[src/rtl/mem_model_pkg.sv]
// Shared constants and helpers for the multi-channel off-chip memory model.
// Optional access counters are enabled with MEM_ACCESS_COUNT_EN.
package mem_model_pkg;

    localparam int MEM_DELAY_READ  = 2;
    localparam int MEM_DELAY_WRITE = 1;

    function automatic int clog2(input int v);
        int r;
        r = 0;
        while ((1 << r) < v) r++;
        return r;
    endfunction

    // One bit of the write mask for an access of `size` bits.
    function automatic logic size_mask_bit(
        input int size,
        input int bitpos,
        input int dw
    );
        return (size >= dw) || (bitpos < size);
    endfunction

endpackage

[src/rtl/mem_chan_ctrl.sv]
// Per-channel control: window check, ready counter, read pipeline, error flags.
// MEM_ACCESS_COUNT_EN adds saturating completed-access counters.
module mem_chan_ctrl
    import mem_model_pkg::*;
#(
    parameter int DW      = 8,
    parameter int AW      = 7,
    parameter int MEMSIZE = 32,
    parameter int RD_LAT  = MEM_DELAY_READ,
    parameter int WR_LAT  = MEM_DELAY_WRITE,
    parameter int IW      = 5
) (
    input  logic          clock,
    input  logic          reset,
    input  logic [AW-1:0] base_addr,
    input  logic [AW-1:0] addr,
    input  logic          oe,
    input  logic          we,
    input  logic [DW-1:0] lookup,
    output logic [IW-1:0] idx,
    output logic          wr_en,
    output logic [DW-1:0] rdata,
    output logic          rdy,
    output logic          err_range,
    output logic          err_collision
`ifdef MEM_ACCESS_COUNT_EN
    ,
    output logic [31:0]   rd_count,
    output logic [31:0]   wr_count
`endif
);

    localparam int MAXL = (RD_LAT > WR_LAT) ? RD_LAT : WR_LAT;
    localparam int CW   = clog2(MAXL) + 1;

    logic          oe_k;
    logic          we_k;
    logic          in_range;
    logic          rd_en;
    logic          rd_done;
    logic          wr_done;
    logic [AW:0]   lo;
    logic [AW:0]   hi;
    logic [CW-1:0] cnt;
    logic [DW-1:0] look;

    // X on an enable must behave like 0
    assign oe_k = (oe === 1'b1);
    assign we_k = (we === 1'b1);

    assign lo       = {1'b0, base_addr};
    assign hi       = lo + (AW+1)'(MEMSIZE);
    assign in_range = ({1'b0, addr} >= lo) && ({1'b0, addr} < hi);
    assign idx      = IW'(addr - base_addr);

    assign rd_en   = oe_k && !we_k && in_range;
    assign wr_en   = we_k && !oe_k && in_range;
    assign rd_done = rd_en && (cnt == CW'(RD_LAT - 1));
    assign wr_done = wr_en && (cnt == CW'(WR_LAT - 1));
    assign rdy     = !reset && (rd_done || wr_done);
    assign look    = rd_en ? lookup : '0;

    always_ff @(posedge clock or posedge reset) begin
        if (reset) begin
            cnt <= '0;
        end else if (rd_en) begin
            cnt <= (int'(cnt) + 1 < RD_LAT) ? cnt + CW'(1) : '0;
        end else if (wr_en) begin
            cnt <= (int'(cnt) + 1 < WR_LAT) ? cnt + CW'(1) : '0;
        end else begin
            cnt <= '0;
        end
    end

    generate
        if (RD_LAT == 1) begin : g_comb
            assign rdata = reset ? '0 : look;
        end else begin : g_pipe
            logic [DW-1:0] pipe [RD_LAT-1];

            always_ff @(posedge clock or posedge reset) begin
                if (reset) begin
                    for (int k = 0; k < RD_LAT - 1; k++) pipe[k] <= '0;
                end else begin
                    pipe[0] <= look;
                    for (int k = 1; k < RD_LAT - 1; k++) pipe[k] <= pipe[k-1];
                end
            end

            assign rdata = reset ? '0 : pipe[RD_LAT-2];
        end
    endgenerate

    always_ff @(posedge clock or posedge reset) begin
        if (reset) begin
            err_range     <= 1'b0;
            err_collision <= 1'b0;
        end else begin
            if ((oe_k || we_k) && !in_range) err_range <= 1'b1;
            if (oe_k && we_k) err_collision <= 1'b1;
        end
    end

`ifdef MEM_ACCESS_COUNT_EN
    always_ff @(posedge clock or posedge reset) begin
        if (reset) begin
            rd_count <= '0;
            wr_count <= '0;
        end else begin
            if (rd_done && rd_count != '1) rd_count <= rd_count + 32'd1;
            if (wr_done && wr_count != '1) wr_count <= wr_count + 32'd1;
        end
    end
`endif

endmodule

[src/rtl/offchip_mem_model_mc.sv]
// N-channel off-chip memory model: word array, backdoor load, write arbitration.
// Define MEM_ACCESS_COUNT_EN to expose rd_count/wr_count.
module offchip_mem_model_mc
    import mem_model_pkg::*;
#(
    parameter int N_CH    = 2,
    parameter int DW      = 8,
    parameter int AW      = 7,
    parameter int SW      = 4,
    parameter int MEMSIZE = 32,
    parameter int RD_LAT  = MEM_DELAY_READ,
    parameter int WR_LAT  = MEM_DELAY_WRITE
) (
    input  logic               clock,
    input  logic               reset,
    input  logic [AW-1:0]      base_addr,
    input  logic [N_CH-1:0]    Mout_oe_ram,
    input  logic [N_CH-1:0]    Mout_we_ram,
    input  logic [N_CH*AW-1:0] Mout_addr_ram,
    input  logic [N_CH*DW-1:0] Mout_Wdata_ram,
    input  logic [N_CH*SW-1:0] Mout_data_ram_size,
    input  logic [N_CH*DW-1:0] Sout_Rdata_ram,
    input  logic [N_CH-1:0]    Sout_DataRdy,
    input  logic               init_we,
    input  logic [AW-1:0]      init_addr,
    input  logic [DW-1:0]      init_data,
    output logic [N_CH*DW-1:0] M_Rdata_ram,
    output logic [N_CH-1:0]    M_DataRdy,
    output logic [N_CH-1:0]    err_range,
    output logic [N_CH-1:0]    err_collision
`ifdef MEM_ACCESS_COUNT_EN
    ,
    output logic [N_CH*32-1:0] rd_count,
    output logic [N_CH*32-1:0] wr_count
`endif
);

    localparam int IW = (clog2(MEMSIZE) < 1) ? 1 : clog2(MEMSIZE);

    logic [DW-1:0]      mem [MEMSIZE];
    logic [N_CH*IW-1:0] idx_flat;
    logic [N_CH*DW-1:0] wval_flat;
    logic [N_CH-1:0]    wr_en;
    logic               init_k;

    assign init_k = (init_we === 1'b1) && (int'(init_addr) < MEMSIZE);

    for (genvar i = 0; i < N_CH; i++) begin : g_ch
        logic [IW-1:0] idx;
        logic [DW-1:0] mask;
        logic [DW-1:0] lookup;
        logic [DW-1:0] rdata;
        logic [SW-1:0] size;
        logic          rdy;

        assign size   = Mout_data_ram_size[i*SW +: SW];
        assign lookup = mem[idx];

        always_comb begin
            mask = '0;
            for (int b = 0; b < DW; b++) mask[b] = size_mask_bit(int'(size), b, DW);
        end

        assign idx_flat[i*IW +: IW]  = idx;
        assign wval_flat[i*DW +: DW] = (Mout_Wdata_ram[i*DW +: DW] & mask)
                                     | (lookup & ~mask);

        mem_chan_ctrl #(
            .DW      (DW),
            .AW      (AW),
            .MEMSIZE (MEMSIZE),
            .RD_LAT  (RD_LAT),
            .WR_LAT  (WR_LAT),
            .IW      (IW)
        ) u_chan (
            .clock         (clock),
            .reset         (reset),
            .base_addr     (base_addr),
            .addr          (Mout_addr_ram[i*AW +: AW]),
            .oe            (Mout_oe_ram[i]),
            .we            (Mout_we_ram[i]),
            .lookup        (lookup),
            .idx           (idx),
            .wr_en         (wr_en[i]),
            .rdata         (rdata),
            .rdy           (rdy),
            .err_range     (err_range[i]),
            .err_collision (err_collision[i])
`ifdef MEM_ACCESS_COUNT_EN
            ,
            .rd_count      (rd_count[i*32 +: 32]),
            .wr_count      (wr_count[i*32 +: 32])
`endif
        );

        assign M_Rdata_ram[i*DW +: DW] = reset ? '0
                                       : (rdata | Sout_Rdata_ram[i*DW +: DW]);
        assign M_DataRdy[i] = !reset && (rdy || Sout_DataRdy[i]);
    end

    // Later channels are assigned last, so the highest index wins a shared word
    always_ff @(posedge clock) begin
        if (init_k) mem[IW'(init_addr)] <= init_data;
        for (int i = 0; i < N_CH; i++) begin
            if (wr_en[i]) mem[idx_flat[i*IW +: IW]] <= wval_flat[i*DW +: DW];
        end
    end

endmodule

[config.mk]
export PLATFORM = sky130hd
export DESIGN_NAME = offchip_mem_model_mc
export DESIGN_NICKNAME = d
export VERILOG_FILES = /design/src/rtl/mem_model_pkg.sv /design/src/rtl/mem_chan_ctrl.sv /design/src/rtl/offchip_mem_model_mc.sv
export SDC_FILE = /design/constraint.sdc
export NUM_CORES = 1
export LEC_CHECK = 0
export BUFFER_PORTS_ARGS = -buffer_cell sky130_fd_sc_hd__buf_2
export CAP_MARGIN = 5
export CORE_AREA = 2 2 233 235
export DETAILED_ROUTE_END_ITERATION = 6
export DIE_AREA = 0 0 235 237
export GPL_TIMING_DRIVEN = 0
export PLACE_DENSITY = 0.56
export REMOVE_ABC_BUFFERS = 1
export SETUP_SLACK_MARGIN = 0.2
export SLEW_MARGIN = 20
export SYNTH_ARGS = -nofsm -noshare
export SYNTH_HDL_FRONTEND = slang
export SYNTH_SLANG_ARGS = --single-unit
[constraint.sdc]
create_clock -name clock -period 8.1 [get_ports clock]
set_clock_uncertainty 0.05 [all_clocks]
set_input_delay 1.62 -clock clock [delete_from_list [all_inputs] [get_ports clock]]
set_output_delay 1.62 -clock clock [all_outputs]
set_load 0.05 [all_outputs]
==> PnR_summary.wiki <==
{| class="wikitable"
! Metric !! Value
|-
| Full die area || 55,700 um2
|-
| Xor/xnor cell area share of the yosys netlist || 0.167%
|-
| Syn. warnings || 0
|-
| Cell chain of the critical path || buf_2 > inv_1 > ha_4 > inv_1 > fa_4 > a211oi_1 > or3b_1 > a211o_1 > nand2_2 > nor2_1 > nor2_1 > nor2_1 > buf_2
|-
| Worst supply voltage drop on vdd || 0.000181 V
|-
| Part of the power in combinational logic || 31.2%
|-
| Rel. slew slack || between 10% and 20%
|-
| H-tree depth || 1
|-
| Utilization of the core after routing || between 40 and 50%
|-
| Area of all sequential standard cells || 8290 um2
|-
| Hold buffer count at cts || 0
|-
| First-pass GRT wire length || 115,000 um
|-
| Net Switching || between 1.5 and 2 mW
|-
| Final estimated routing congestion in global placement || 0.905
|-
| Dominant combinational cell family by area after synthesis || multiplexers
|-
| Count of flip-flops with a built-in enable after synthesis || around 260
|-
| Share of total power consumed by net switching || about a third
|-
| Final-report max-slew violation count || 0
|-
| Number of antenna violations at the first check in global routing || 3
|-
| Count of buffers inserted at the top-level ports || 106
|-
| Boundary pin count || about 110
|-
| Number of filler cells placed in the layout || slightly below 5,000
|-
| Actual transition at the worst max-transition pin || approximately 1.2 ns
|-
| Adder-cell area share of the yosys netlist || between 1.5 and 2%
|-
| Setup repair after global routing missed its margin || false
|-
| Worst hold-check slack || 0.402 ns
|-
| DRT Wirelength || between 70,000 and 80,000 um
|-
| Hold Fails Final Rpt || 0
|-
| Post-layout net count || 1,866
|-
| Internal power || between 2 and 3 mW
|-
| Kind of end point of the critical path || output port
|-
| Post-route cell area || about 24,000 um2
|-
| Leading cell type in the layout, fill and taps excluded || mux2i_1
|-
| Detailed placement HPWL || around 56,000 um
|-
| Power per cell area || between 150 and 200 nW/um2
|-
| Vias in the first global route || ~16,000
|-
| Synth Instances || roughly 1,700
|-
| Insertion delay of the later-clocked pin in the worst-skew pair || 0.62 ns
|-
| Kind of start point of the critical path || input pin
|-
| Ant diodes || 0
|-
| Sequential share of power || ~37%
|-
| Highest-count cells in the layout ignoring fill and taps || mux2i_1 (492), edfxtp_1 (256), nor2_1 (145)
|-
| Total global routing overflow || 0
|-
| Tcrit/Tclk final || between 70% and 80%
|-
| Async SR Flop Fraction || 8.57%
|-
| Clock root cell || clkbuf_16
|-
| Setup violations, final || 0
|-
| Core region area || about 53,000 um2
|-
| Filler-free cell count of the finished design || 2,474
|-
| Seq/Total Area, Yosys || just under 40%
|-
| Count of nets left with antenna violations after detail routing || 0
|-
| Buffers inserted by post-CTS timing repair || 0
|-
| Total negative setup slack || 0 ns
|-
| Worst hold path class || reg -> reg
|-
| Worst-path clk slew || ~0.060 ns
|-
| Ys flop type || edfxtp_1
|-
| Multi-input combinational cell area || about 12,000 um2
|-
| Via total after detailed routing || about 16,000
|-
| Data arrival time of the worst path || approximately 4.7 ns
|-
| Drt pass-1 iters || 6
|-
| Post-CTS Resized || 0
|-
| Avg Synthesized Cell Area || approximately 12 um2
|-
| Maximum number of pins on one net before global-route repair || 48
|-
| Highest clock frequency the design can meet || about 160 MHz
|-
| Initial core utilization || 39.4%
|-
| Worst EP required || ~6.4 ns
|-
| Maximum number of buffers from clock root to sink || 3
|-
| Total placed instance area || approximately 23,000 um2
|-
| Share of total power in the clock network || 31.9%
|-
| Minimum period implied by the final worst setup slack || between 6 and 7 ns
|-
| Multiplexer share of the synthesized area || between 30% and 40%
|-
| Placement row count || between 80 and 90
|-
| Die W || about 240 um
|-
| Standard cell with the maximum stage delay on the critical path || nand2_2
|-
| Number of different library cells in the post-synthesis netlist || 77
|-
| Leakage dissipation || 8.61 nW
|-
| Number of sinks on the clock net || 280
|-
| TritonCTS buffer count || 31
|-
| Routed length per placed instance || roughly 32 um
|-
| Initial detailed-routing violation count || 2,055
|-
| Proportion of layout cells with a drive suffix above 1 || roughly 25%
|-
| Post-synthesis compound-gate area fraction || 6.33%
|-
| Synth Area in Simple Gates || approximately 9.7%
|-
| Outcome || complete, no violations
|-
| TritonCTS clock tree || done
|-
| Cell seen most often among critical-path stages || nor2_1
|-
| Type of the setup path with the least slack || in -> out
|-
| Largest incremental delay on the critical path || roughly 0.6 ns
|-
| Count of placed standard cells including taps || 2,416
|-
| Height of the die || between 200 and 250 um
|-
| Max FO, Critical Path || 29
|-
| Synthesis-to-layout area growth || 13.0%
|-
| Post-synthesis cell area || 21,000 um2
|-
| Combined global-route utilization of all metal layers || between 20% and 30%
|-
| Number of max-capacitance violations reported || 0
|-
| Smallest setup slack after layout || ~1.7 ns
|-
| Number of remaining DRC errors || 0
|-
| Number of synthesized register bits || 280
|-
| Post-placement setup slack || roughly 1.8 ns
|-
| Via-per-instance ratio || between 6 and 7
|-
| Final Total Pwr || between 4 and 5 mW
|}
cell usage after synthesis (22+ instances only):
cell,number,share of area (%)
o22ai_1,26,0.77
mux4_2,127,14
clkbuf_1,59,1.1
nor3_1,45,1.1
nor2b_1,22,0.66
o21ai_0,26,0.62
buf_4,24,0.86
buf_2,83,2.0
mux2i_1,492,23
nor2_1,147,2.6
nand3_1,25,0.60
nand2_1,73,1.3
a21oi_1,28,0.67
ha_1,25,1.5
edfxtp_1,256,37
dfrtp_1,24,2.9
power by group through the flow:
stage	clock, mW	sequential [mW]	combinational (mW)
floorplan	0	1.65	0.725
finish	1.40	1.62	1.37
CTS	1.40	1.62	1.33
global route	1.45	1.63	1.41
detailed placement	0	1.65	1.32
global placement	0	1.65	1.20
flip-flops by register name (all words and copies together) (netlist names):
signal and cells:
mem 256, g_ch.u_chan.g_pipe.pipe 16, g_ch.u_chan.cnt 4, g_ch.u_chan.err_collision 2, g_ch.u_chan.err_range 2
critical path: cells and delay by family:
family	cells	cell delay, ns
adders and majority gates	2	0.66
AOI/OAI and AO/OA	2	0.64
buffers and inverters	4	0.52
and+or+nand+nor	5	1.24
final timing paths:
check                                        startpoint                            end  slack [ns]  depth (start not counted)
max                                    Mout_addr_ram[0]                   M_DataRdy[0]        1.74                         13
min                        g_ch[1].u_chan.err_collision   g_ch[1].u_chan.err_collision        0.40                          1
max reg2reg                                  mem[31][5]                     mem[25][5]        4.74                          8
min reg2reg                g_ch[1].u_chan.err_collision   g_ch[1].u_chan.err_collision        0.40                          1
max in group asynchronous                         reset  g_ch[1].u_chan.g_pipe.pipe[2]        6.03                          2
min in group asynchronous                         reset  g_ch[0].u_chan.g_pipe.pipe[7]        1.37                          2
metal layers:
metal	vias to the layer above	GRT usage [%]	share of wire [%]
met5	-	0	0.038
met4	4	12.5	4.8
met3	191	6.46	11
met2	993	42.3	43
met1	8158	38.9	41
li1	6710	-	-
final cells by class:
cell class	instances	share of cell area (%)
Tap cell	696	3.67
Clock inverter	17	0.511
Timing Repair Buffer	188	6.84
Sequential cell	280	34.9
Multi-Input combinational cell	1233	50.2
Clock buffer	40	3.54
Inverter	20	0.316
kinds of logic (layout without fill, tap and decap cells):
group	Yosys count	count (layout)
AND/OR/NAND/NOR	410	410
flip-flops	280	280
adder cells (fa/ha/maj)	27	27
buffers and inverters	212	265
XOR/XNOR	4	4
multiplexers	621	621
AO/OA/AOI/OAI	171	171
No activity file was read; power rests on OpenSTA's default activity.
